File: config.mk
export PLATFORM = sky130hd
export DESIGN_NAME = bitmask_serializer_flat
export DESIGN_NICKNAME = d
export VERILOG_FILES = /design/src/rtl/bitsim_pkg.sv /design/src/rtl/bitmask_serializer_if.sv /design/src/rtl/lead_one_detect_16.sv /design/src/rtl/bitmask_serializer.sv /design/src/flat_wrapper.sv
export SDC_FILE = /design/constraint.sdc
export NUM_CORES = 1
export LEC_CHECK = 0
export ABC_AREA = 1
export BUFFER_PORTS_ARGS = -buffer_cell sky130_fd_sc_hd__buf_2
export CELL_PAD_IN_SITES_DETAIL_PLACEMENT = 1
export CELL_PAD_IN_SITES_GLOBAL_PLACEMENT = 1
export CORE_ASPECT_RATIO = 0.7
export CORE_UTILIZATION = 37
export CTS_CLUSTER_SIZE = 14
export DETAILED_ROUTE_END_ITERATION = 8
export GPL_TIMING_DRIVEN = 0
export PLACE_DENSITY = 0.91
export RECOVER_POWER = 50
export SLEW_MARGIN = 40
export SYNTH_ARGS = -nofsm -noshare
export SYNTH_HDL_FRONTEND = slang
export SYNTH_SLANG_ARGS = --single-unit
File: constraint.sdc
create_clock -name clk -period 2.5 [get_ports clk]
set_input_delay 0.375 -clock clk [delete_from_list [all_inputs] [get_ports clk]]
set_output_delay 0.375 -clock clk [all_outputs]
set_load 0.05 [all_outputs]
File: src/rtl/bitsim_pkg.sv
// Shared types for the essential-bit datapath: mask/index widths and serializer states.
package bitsim_pkg;

    localparam int MASK_W = 16;
    localparam int IDX_W  = 4;

    typedef logic [MASK_W-1:0] mask_t;
    typedef logic [IDX_W-1:0]  idx_t;

    typedef enum logic {SER_IDLE, SER_BUSY} ser_state_e;

    // Index 0 maps to the MSB, so a right shift of this constant gives onehot(idx).
    localparam mask_t MSB_ONEHOT = mask_t'(1) << (MASK_W - 1);

endpackage

File: src/rtl/bitmask_serializer_if.sv
// Word-in / index-beat-out handshake bundle for bitmask_serializer.
// The slave side is the serializer; the master side is whoever feeds it and drains it.
interface bitmask_serializer_if
    import bitsim_pkg::*;
#(
    parameter int TAG_W = 8
) ();

    logic             in_valid;
    logic             in_ready;
    mask_t            in_mask;
    logic [TAG_W-1:0] in_tag;

    logic             out_valid;
    logic             out_ready;
    idx_t             out_idx;
    logic             out_last;
    logic             out_zero;
    logic [TAG_W-1:0] out_tag;

    modport slave (
        input  in_valid, in_mask, in_tag, out_ready,
        output in_ready, out_valid, out_idx, out_last, out_zero, out_tag
    );

    modport master (
        output in_valid, in_mask, in_tag, out_ready,
        input  in_ready, out_valid, out_idx, out_last, out_zero, out_tag
    );

endinterface

File: src/rtl/lead_one_detect_16.sv
// Leading-one detector: bit15 -> 0 ... bit0 -> 15; an all-zero input reports index 0.
// Purely combinational, no backpressure.
module lead_one_detect_16
    import bitsim_pkg::*;
(
    input  mask_t mask,
    output idx_t  idx,
    output logic  is_zero
);

    always_comb begin
        idx     = '0;
        is_zero = (mask == '0);
        // Ascending scan: the highest set bit is written last and wins.
        for (int i = 0; i < MASK_W; i++) begin
            if (mask[i]) begin
                idx = idx_t'(MASK_W - 1 - i);
            end
        end
    end

endmodule

File: src/rtl/bitmask_serializer.sv
// Serializes the set bits of a 16-bit mask, MSB first, as one 4-bit shift index per beat.
// First beat one cycle after accept, then one beat per cycle; out_ready stalls hold the beat.
// BITSER_ZERO_BEAT_EN: an all-zero word emits one out_zero beat instead of being dropped.
module bitmask_serializer
    import bitsim_pkg::*;
#(
    parameter int MAX_BITS = 16,
    parameter int TAG_W    = 8
) (
    input  logic                 clk,
    input  logic                 reset,
    bitmask_serializer_if.slave  bus
);

    localparam int CNT_W = IDX_W + 1;
    localparam logic [CNT_W-1:0] CNT_LAST = CNT_W'(MAX_BITS - 1);

    ser_state_e       state_q, state_d;
    mask_t            mask_q, mask_d;
    logic [CNT_W-1:0] cnt_q, cnt_d;
    logic [TAG_W-1:0] tag_q, tag_d;

    idx_t  lead_idx;
    logic  lead_zero;
    mask_t mask_rest;
    logic  busy, out_valid, out_last, out_fire, in_ready, in_fire;

`ifdef BITSER_ZERO_BEAT_EN
    logic zero_q, zero_d;
`else
    logic zero_q;
    assign zero_q = 1'b0;
`endif

    lead_one_detect_16 u_lod (
        .mask    (mask_q),
        .idx     (lead_idx),
        .is_zero (lead_zero)
    );

    assign mask_rest = mask_q & ~(MSB_ONEHOT >> lead_idx);
    assign busy      = (state_q == SER_BUSY);
    assign out_valid = busy & (zero_q | ~lead_zero);
    // Last when only one bit remains, or the truncation budget is used up.
    assign out_last  = out_valid & (zero_q | (mask_rest == '0) | (cnt_q == CNT_LAST));
    assign out_fire  = out_valid & bus.out_ready;
    assign in_ready  = ~busy | (out_fire & out_last);
    assign in_fire   = bus.in_valid & in_ready;

    assign bus.in_ready  = in_ready;
    assign bus.out_valid = out_valid;
    assign bus.out_idx   = lead_idx;
    assign bus.out_last  = out_last;
    assign bus.out_zero  = busy & zero_q;
    assign bus.out_tag   = tag_q;

    always_comb begin
        state_d = state_q;
        mask_d  = mask_q;
        cnt_d   = cnt_q;
        tag_d   = tag_q;
`ifdef BITSER_ZERO_BEAT_EN
        zero_d  = zero_q;
`endif
        if (out_fire) begin
            mask_d = mask_rest;
            cnt_d  = cnt_q + 1'b1;
            if (out_last) begin
                state_d = SER_IDLE;
                mask_d  = '0;
`ifdef BITSER_ZERO_BEAT_EN
                zero_d  = 1'b0;
`endif
            end
        end
        if (in_fire) begin
`ifdef BITSER_ZERO_BEAT_EN
            state_d = SER_BUSY;
            mask_d  = bus.in_mask;
            tag_d   = bus.in_tag;
            cnt_d   = '0;
            zero_d  = (bus.in_mask == '0);
`else
            // A zero word is swallowed here; the state left by the beat logic stands.
            if (bus.in_mask != '0) begin
                state_d = SER_BUSY;
                mask_d  = bus.in_mask;
                tag_d   = bus.in_tag;
                cnt_d   = '0;
            end
`endif
        end
    end

    always_ff @(posedge clk) begin
        if (reset) begin
            state_q <= SER_IDLE;
            mask_q  <= '0;
            cnt_q   <= '0;
            tag_q   <= '0;
        end else begin
            state_q <= state_d;
            mask_q  <= mask_d;
            cnt_q   <= cnt_d;
            tag_q   <= tag_d;
        end
    end

`ifdef BITSER_ZERO_BEAT_EN
    always_ff @(posedge clk) begin
        if (reset) begin
            zero_q <= 1'b0;
        end else begin
            zero_q <= zero_d;
        end
    end
`endif

endmodule

File: src/flat_wrapper.sv
// flat-port wrapper written by rule: the top's interface ports become plain ports
module bitmask_serializer_flat import bitsim_pkg::*;
#(
    parameter int MAX_BITS = 16,
    parameter int TAG_W    = 8
)
  (clk, reset, bus_in_valid, bus_in_mask, bus_in_tag, bus_out_ready, bus_in_ready, bus_out_valid, bus_out_idx, bus_out_last, bus_out_zero, bus_out_tag);
  bitmask_serializer_if #(.TAG_W(TAG_W)) bus_i ();
  input  logic clk;
  input  logic reset;
  input wire logic [$bits(bus_i.in_valid)-1:0] bus_in_valid;
  input wire logic [$bits(bus_i.in_mask)-1:0] bus_in_mask;
  input wire logic [$bits(bus_i.in_tag)-1:0] bus_in_tag;
  input wire logic [$bits(bus_i.out_ready)-1:0] bus_out_ready;
  output wire logic [$bits(bus_i.in_ready)-1:0] bus_in_ready;
  output wire logic [$bits(bus_i.out_valid)-1:0] bus_out_valid;
  output wire logic [$bits(bus_i.out_idx)-1:0] bus_out_idx;
  output wire logic [$bits(bus_i.out_last)-1:0] bus_out_last;
  output wire logic [$bits(bus_i.out_zero)-1:0] bus_out_zero;
  output wire logic [$bits(bus_i.out_tag)-1:0] bus_out_tag;
  assign bus_i.in_valid = bus_in_valid;
  assign bus_i.in_mask = bus_in_mask;
  assign bus_i.in_tag = bus_in_tag;
  assign bus_i.out_ready = bus_out_ready;
  assign bus_in_ready = bus_i.in_ready;
  assign bus_out_valid = bus_i.out_valid;
  assign bus_out_idx = bus_i.out_idx;
  assign bus_out_last = bus_i.out_last;
  assign bus_out_zero = bus_i.out_zero;
  assign bus_out_tag = bus_i.out_tag;
  bitmask_serializer #(.MAX_BITS(MAX_BITS), .TAG_W(TAG_W)) u_core (.clk(clk), .reset(reset), .bus(bus_i));
endmodule
* Word level (Yosys, flattened, before mapping) *
Index checks and enable logic that the tools add are counted.

cells by class
  add/sub/neg operators = 1
  eq/ne operators = 1
  shifts and indexed selects = 1
  muxes and demuxes = 27
  bitwise logic cells = 11
  reduce and logical (&&, ||, !) cells = 4

operator list
  operator                 number
  $mux W16                 4
  $mux W4                  16
  $logic_not A16 Y1        2
  $and A16 B16 Y16         1
  $not A16 Y16             1
  $reduce_bool A16 Y1      1
  $shr A16 B4 Y16 const A  1
  $mux W5                  3
  $add A5 B1 Y5 const B    1
  $and A1 B1 Y1            5
  $eq A5 B4 Y1 const B     1
  $mux W1                  4
  $not A1 Y1               2
  $or A1 B1 Y1             2
  $reduce_and A2 Y1        1

storage, ports and cells
  register bits after elaboration = 30
  bits of input ports = 28
  output and inout bits = 16

* Depth between registers and ports, before layout *
Gate-level depths: netlist of run 1.

  word-level depth = 26
  gate-level depth with buffers = 29
  depth with buffers taken out = 28

* By module *
From an unflattened synthesis of run 1, not the netlist that was laid out.

unflattened totals
  cells, all modules = 358
  area, all modules = 2,135.8 um^2

by module, submodules not included
  module              instances  cells each  area an instance (um^2)  seq. area each (um^2)
  bitmask_serializer  1          311         1,934.4                  600.6
  lead_one_detect_16  1          47          201.4                    0.0

* Worst setup path after synthesis of run 1 *
Ideal clock, no wire load.

  path type = register -> output
  start point = reg u_core.mask_q[0]
  end point = out bus_out_last
  arrival time = 3.171 ns
  data required time = 2.125 ns
  slack = -1.046 ns
  stages on the path, launching flop included = 18
  buffers on the path = 1
  path through = dfxtp_1 inv_1 nand2_1 nand3_1 nand3_1 nand3_1 nand3_1 nand2_1 a21oi_4 nand4_1 o21ai_1 nand2_1 clkinv_1 nand3_1 nor2_1 nand2_2 buf_2 a21boi_0

on the way
  word-level cells in the longest chain between the ends = 22
  elaborated cells on any way between the ends = 25

ends and longest elaborated chain
  item                      line                       text
  start: declaration        bitmask_serializer.sv:19   mask_t mask_q, mask_d;
  start signal: assignment  bitmask_serializer.sv:103  mask_q <= mask_d;
  $mux W4 (16 in series)    lead_one_detect_16.sv:16   if (mask[i]) begin
  named net bus_out_idx[1]  flat_wrapper.sv:17         output wire logic [$bits(bus_i.out_idx)-1:0] bus_out_idx;
  $shr A16 B4 Y16           bitmask_serializer.sv:41   assign mask_rest = mask_q & ~(MSB_ONEHOT >> lead_idx);
  $not A16 Y16              bitmask_serializer.sv:41
  $and A16 B16 Y16          bitmask_serializer.sv:41
  $logic_not A16 Y1         bitmask_serializer.sv:45   assign out_last = out_valid & (zero_q | (mask_rest == '0) | (cnt_q == CNT_LAST));
  $or A1 B1 Y1              bitmask_serializer.sv:45
  $and A1 B1 Y1             bitmask_serializer.sv:45
  end: declaration          flat_wrapper.sv:18         output wire logic [$bits(bus_i.out_last)-1:0] bus_out_last;

The timed path passes the listed nets, and every way through them passes these cells.

* Worst setup path after layout of run 1 *
  start point = reg u_core.mask_q[0]
  end point = out bus_in_ready

on the way
  word-level cells in the longest chain between the ends = 24
  elaborated cells on any way between the ends = 28

ends and longest elaborated chain
  item                    line                      text
  $mux W4 (16 in series)  lead_one_detect_16.sv:16
  $shr A16 B4 Y16         bitmask_serializer.sv:41
  $not A16 Y16            bitmask_serializer.sv:41
  $and A16 B16 Y16        bitmask_serializer.sv:41
  $logic_not A16 Y1       bitmask_serializer.sv:45
  $or A1 B1 Y1            bitmask_serializer.sv:45
  $and A1 B1 Y1           bitmask_serializer.sv:45
  $and A1 B1 Y1 *         bitmask_serializer.sv:47  assign in_ready = ~busy | (out_fire & out_last);
  $or A1 B1 Y1 *          bitmask_serializer.sv:47
  end: declaration        flat_wrapper.sv:15        output wire logic [$bits(bus_i.in_ready)-1:0] bus_in_ready;

Mark *: on every way between the ends. The rest lies on a longest branch, timed or not.

==> results of run 1 <==
## final cells by class
class,instances,area [um2],area share (%)
multi-input combinational,244,1480,47.9
sequential,30,612,19.8
timing repair buffer,68,513,16.6
inverter,46,178,5.75
buffer,13,120,3.89
tap,72,90.1,2.92
clock buffer,6,82.6,2.67
clock inverter,2,12.5,0.405
## cells in the final DEF, fill, tap and decap left out, drive strengths merged
cell | Yosys | final
a31oi | 1 | 1
buf | 10 | 72
or4 | 1 | 1
a21boi | 1 | 1
clkinvlp | 0 | 1
dfxtp | 30 | 30
nand3b | 18 | 18
clkinv | 2 | 3
inv | 44 | 44
nor2 | 54 | 54
clkbuf | 3 | 15
o21ai | 11 | 11
nand4 | 11 | 11
xor2 | 2 | 2
nor3b | 4 | 4
nand3 | 11 | 11
conb | 1 | 1
nand2 | 104 | 104
nor3 | 2 | 2
o21bai | 1 | 1
ha | 2 | 2
nor4 | 4 | 4
a21oi | 16 | 16
## metrics by stage
stage	setup TNS, ps	power, W	hold slack [ps]	setup slack, ps
after global routing	-22410	0.00201	325	-882
after floorplan	-2120	0.00104	437	-244
after detailed placement	-11270	0.00120	468	-640
final	-17700	0.00194	321	-752
after CTS	-13870	0.00176	311	-511
after global placement	-6800	0.00117	458	-506
## critical path, cell delays in order, from the launching register on
cell,delay [ps]
dfxtp_4,390
inv_1,60
nand2_2,80
nand3_2,70
nand3_1,70
nand3_1,80
nand3_1,90
nand2_2,70
a21oi_4,230
nand4_1,180
o21ai_1,250
nand2_1,110
clkinv_1,70
nand3_2,100
nor2_4,150
nand2_4,90
nand2_4,100
nand2_4,70
nand2_8,80
buf_12,110
buf_12,120
## registers in the layout (all words and copies together) (netlist names)
name                flops
u_core.bus.out_tag      8
u_core.mask_q          16
u_core.busy             1
u_core.cnt_q            5
## power by group
group          total, W  switching, W  internal [W]
Clock          0.000436      0.000215      0.000221
Combinational  0.000922      0.000590      0.000331
Sequential     0.000585     0.0000604      0.000525
Total           0.00194      0.000866       0.00108
## per-layer routing
layer | vias up | GRT usage (%)
li1 | 1200 | -
met1 | 1292 | 36.5
met2 | 168 | 52.5
met3 | 62 | 7.50
met4 | 0 | 14.7
met5 | - | 0
## worst max-delay path by stage
stage	start	endpoint	cells past startpoint
floorplan	u_core.mask_q[5]$_SDFF_PP0_	bus_out_last	12
global placement	u_core.mask_q[14]$_SDFF_PP0_	bus_in_ready	19
detailed placement	u_core.mask_q[14]$_SDFF_PP0_	bus_in_ready	19
CTS	u_core.mask_q[1]$_SDFF_PP0_	bus_in_ready	25
global route	u_core.mask_q[0]$_SDFF_PP0_	bus_in_ready	20
finish	u_core.mask_q[0]$_SDFF_PP0_	bus_in_ready	20
## logic make-up (layout without fill, tap and decap cells)
| family | Yosys count | count (layout) | synth area share (%) |
|---|---|---|---|
| AND/OR/NAND/NOR | 209 | 209 | 47.3 |
| buffers and inverters | 59 | 135 | 12.3 |
| AO/OA/AOI/OAI | 30 | 30 | 8.74 |
| flip-flops | 30 | 30 | 29.3 |
| adder cells (fa/ha/maj) | 2 | 2 | 1.22 |
| XOR/XNOR | 2 | 2 | 0.856 |
| other | 1 | 1 | 0.183 |
## what timing repair did
action / CTS / global route
gates resized for setup: 47 / 60
setup buffers: 18 / 7
pin swaps: 21 / 29
cloned: 3 / 1
endpoints found under the setup margin: 32 / 32
==> metrics, run 1 <==
Core Area 5290 um2; fin area 3090 um2; fillcell total 704; Fin. Hold Viols 0; Metal-1 WL 3960 um; worst r2r dst u_core.mask_q[6]$_SDFF_PP0_; asr flop ratio synth 0%; Hold Path Origin bus_in_mask[13]; drt via density 5.66; DR pass1 iterations 5; routed vias 2722; min Tclk post-route 3250 ps; Cells after DPL 447; hold_buf cts 0; Least-Margin Pin Slew 650 ps; DIE AREA 5840 um2; mapped cell area 2050 um2; Area Overhead vs Synth 50.9%; Final nets 438; crit end category output port; DRC 0; number of diodes 0; hold depth 3; initial antenna violation count 0; Final setup viols 32; Synth Area per Inst 6.15 um2; Initial DRC Count 169; RSZ-0062 raised after global routing true; ANT nets after route 0; pins over their slew limit 0; Mapped Cells 333; Worst Path Required 2120 ps; post-synthesis cell type count 31; Pwr Density 629 nW/um2; routed len/inst 21.4 um; vias in the first global route 2631; first-pass GRT wire length 13600 um; final instance count without filler cells 481; Initial Utilization 38.7%; grt total ovfl 0; Row Count 22; count leader, synth nand2_1; Reg2Reg Depth 24; WL met2 4860 um; post-synth top area share 29.3%; Max Root-Sink Buffers 2; CTS root buf clkbuf_8; Yosys reg bits 30; total wire length 10300 um; cts bufs inserted 5; register area share after synthesis 29.3%; Fmax achieved 307 MHz; final period utilization 130%; Reg clk slew, reported paths 70 ps; Hold Path End u_core.mask_q[13]$_SDFF_PP0_; Min-Delay Path Class in -> reg; post-layout util 58.4%; GPL Wtd Cong 0.914; H-tree depth 2; CP arrival 2880 ps; I/O Buffers 42; Slew headroom 56.7%; post-synth top area cell dfxtp_1; maximum VDD drop 442 uV; Lkg Pwr 1.52 nW; clk_lat worst skew 300 ps; failing checks setup timing; largest net degree at the start of global routing 11; chip width 90.9 um; Post-synth top cells nand2_1, nor2_1, inv_1; Worst R2R Setup Slack -640 ps; CTS tree built; status finished with violations; layout cells sized above 1 39.1%; Routed met3 length 850 um; worst clock skew 7.79 ps; Ports 44; Clock Sink Count 30; die span in y 64.2 um; Top FF cell, synth dfxtp_1; kind of critical path reg -> out; worst-path fanout max 6; CP startpoint kind flop; Post-DP Area 2410 um2; HPWL after detailed placement 5230 um; GRT Util Overall 30.8%; top layer in use met4; PnR worst setup slack -752 ps; dominant cells by area after synthesis dfxtp_1, nand2_1, nor2_1; net count after synthesis 363; Post-synth EDFFs 0; Yosys warnings 0; Critical R2R Launch u_core.mask_q[0]$_SDFF_PP0_; Max Cap Viol 0
Power figures use the tool's default switching activity.
==> run 2, diff against run 1 <==
- SYNTH_HIERARCHICAL: unset -> 1
==> run 2 against run 1 <==
Effect of this change:
- the run still ends with setup timing left
- global-route usage rose by 2.2 points
- final area up 4.9%
- non-clock buffer count rose by 13
- core utilization grew 1.6 points
- die area up 4.2%
- synthesized cell count rose by 7.5%
- flip-flop and latch count did not move
- combinational power up 25%
- first-iteration DRC count is 75% higher
- worst setup slack lost 310 ps
- critical endpoint is now u_core/mask_q[1]$_SDFF_PP0_
- largest cell class unchanged
==> metrics, run 2 <==
Pwr Density 668 nW/um2 (+6.1%); I/O Buffers 42 (unchanged); NetSw 0.000973 W (+12%); first-pass GRT wire length 14800 um (+9.4%); layout cells sized above 1 36.3% (-2.9 points); Core Area 5400 um2 (+2.1%); Synth Area per Inst 5.97 um2 (-2.9%); most frequent cells in the layout nand2_1, inv_1, nor2_1, buf_2, buf_4; drt via density 5.88 (+3.9%); Multi-input gate area 1470 um2 (-0.93%); Ports 44 (unchanged); PnR worst setup slack -1060 ps (-313 ps); Row Count 22 (unchanged); CTS tree built; routed len/inst 22.5 um (+5.3%); Synth Area in XOR/XNOR 1.23% (+0.37 points); clk_lat worst skew 300 ps (about the same); post-synth top area share 28.1% (-1.2 points); Yosys warnings 6 (+6); Logic pwr share 53.1% (+5.7 points); Post-synth top cells nand2_1, inv_1, nor2_1; post-synthesis cell type count 33 (+6.5%); Area Overhead vs Synth 51.6%; Post-Synth Adder-Cell Area 1.17% (-0.051 points); post-synthesis mux area share 0% (unchanged); cts bufs inserted 5 (unchanged); Initial Utilization 39.6% (+0.86 points); commonest non-fill, non-tap cell in the layout nand2_1; total wire length 11600 um (+13%); Least-Margin Pin Slew 691 ps (+41.7 ps); Critical R2R Launch u_core/mask_q[1]$_SDFF_PP0_; Slew headroom 53.5% (-3.2 points); most used cell, CP nand2_1; CP startpoint kind flop; Worst Setup SP u_core/mask_q[1]$_SDFF_PP0_; number of diodes 0 (unchanged); RSZ-0062 raised after global routing true; Lkg Pwr 1.70 nW (+12%); sequential power share 28.1% (-2.0 points); final period utilization 143% (+13 points); failing checks setup timing; worst-path fanout max 5 (-1); CP arrival 3740 ps (+860 ps); Mapped Cells 358 (+7.5%); count leader, synth nand2_1; DIE AREA 6090 um2 (+4.2%); Initial DRC Count 295 (+75%); routed vias 3033 (+11%); vias in the first global route 2894 (+10%); worst clock skew 18.7 ps (+10.9 ps); CTS root buf clkbuf_8; GPL Wtd Cong 0.849 (-7.1%); Clock Sink Count 30 (unchanged); post-layout util 60.0% (+1.6 points); HPWL after detailed placement 5470 um (+4.6%); Fmax achieved 281 MHz (-8.8%); initial antenna violation count 0 (unchanged); Top reg by flops u_core/mask_q; hold_buf cts 0 (unchanged); Final nets 475 (+8.4%); Largest register FFs 16 (unchanged); crit end category flop; kind of critical path reg -> reg; maximum VDD drop 383 uV (-13%); register area share after synthesis 28.1% (-1.2 points); sw frac 45.0% (+0.46 points); Post-synth EDFFs 0 (unchanged); DR pass1 iterations 5 (unchanged); Reg clk slew, reported paths 80 ps (about the same); slowest stage delay, CP 380 ps (about the same); grt total ovfl 0 (unchanged); asr flop ratio synth 0% (unchanged); P_int 0.00119 W (+10%); Top FF cell, synth dfxtp_1; largest family of logic cells by synthesized area simple AND/OR/NAND/NOR gates; Hold Path Origin reset; simple-gate portion of the synthesized area 48.6% (+1.3 points); part of the power in the clock network 18.8% (-3.7 points); min Tclk post-route 3560 ps (+313 ps); ANT nets after route 0 (unchanged); post-synth top area cell dfxtp_1; fillcell total 732 (+4.0%); Min-Delay Path Class in -> reg; GRT Util Overall 32.9% (+2.2 points); Max Cap Viol 0 (unchanged); DRC 0 (unchanged); Synth Area in Compound Gates 5.27% (-3.5 points); Fin. Hold Viols 0 (unchanged); highest-delay cell along the critical path dfxtp_4; Worst Path Required 2670 ps (+550 ps); chip width 92.8 um (+2.1%); H-tree depth 2 (unchanged); Final setup viols 33 (+3.1%); die span in y 65.6 um (+2.1%); mapped cell area 2140 um2 (+4.3%); status finished with violations; dominant cells by area after synthesis dfxtp_1, nand2_1, inv_1; post-route setup TNS -28440 ps (-10740 ps); Yosys reg bits 30 (unchanged); pins over their slew limit 0 (unchanged); largest net degree at the start of global routing 11 (unchanged); net count after synthesis 388 (+6.9%); Max Root-Sink Buffers 2 (unchanged); register area 618 um2 (+1.0%)
## run 2: cell types whose count changed after synthesis, sizes merged, moves of 3 or more
cell,delta
nor2,-3
nand2,+19
nor3b,-4
nand3b,-10
nand3,+14
inv,+9
a21oi,-4
o21ai,-8
## run 2: repair_timing
item                                    CTS  global route
gates resized for setup                  29            53
cloned                                    2             3
pin swaps                                21            17
endpoints found under the setup margin   32            34
buffers inserted                         26             8
## run 2: cell families after synthesis
logic type,Yosys count
adder cells (fa/ha/maj),2
buffers and inverters,72
XOR/XNOR,3
AND/OR/NAND/NOR,232
AO/OA/AOI/OAI,18
other,1
flip-flops,30
## run 2: power by group through the flow
stage	registers [W]	logic, W	clock network (W)
after floorplan	0.000609	0.000530	0
after global placement	0.000590	0.000690	0
after CTS	0.000590	0.000923	0.000400
after global routing	0.000609	0.00120	0.000424
final	0.000608	0.00115	0.000406
after detailed placement	0.000593	0.000726	0
## run 2: worst paths after layout
check	end	slack, ps	cells after the start
worst max-delay path	u_core/mask_q[1]$_SDFF_PP0_	-1060	35
worst min-delay path	u_core/busy$_SDFF_PP0_	260	2
worst max register to register	u_core/mask_q[1]$_SDFF_PP0_	-1060	35
worst min register to register	u_core/bus.out_tag[7]$_SDFFE_PP0P_	480	2
## run 2: routing by layer
layer,wire length [um],track usage [%],vias to the layer above
li1,-,-,1286
met1,4760,39.1,1484
met2,5270,56.2,195
met3,905,7.52,68
met4,685,16.7,0
met5,0,0,-
## run 2: final cells by class
| cell class | count | share of cell area (%) |
|---|---|---|
| buffer | 14 | 4.40 |
| clock buffer | 6 | 2.55 |
| inverter | 57 | 6.92 |
| multi-input combinational | 257 | 45.3 |
| sequential | 30 | 19.1 |
| tap | 72 | 2.78 |
| timing repair buffer | 80 | 19.0 |
## run 2: worst max-delay path, delay by kind of cell (launching register included)
kind                   cells  cell delay, ps
and+or+nand+nor           24            1810
buffers and inverters     10            1180
DFF                        1             380
AOI/OAI and AO/OA          1              70
## run 2: through the flow
stage | hold slack [ps] | cell area, um2 | instances | power (W) | setup WS, ps
finish | 263 | 3240 | 516 | 0.00216 | -1060
global route | 267 | 3240 | 516 | 0.00223 | -1180
CTS | 261 | 2950 | 505 | 0.00191 | -704
detailed placement | 455 | 2540 | 472 | 0.00132 | -726
global placement | 446 | 2540 | 472 | 0.00128 | -601
floorplan | 444 | 2240 | 358 | 0.00114 | -284
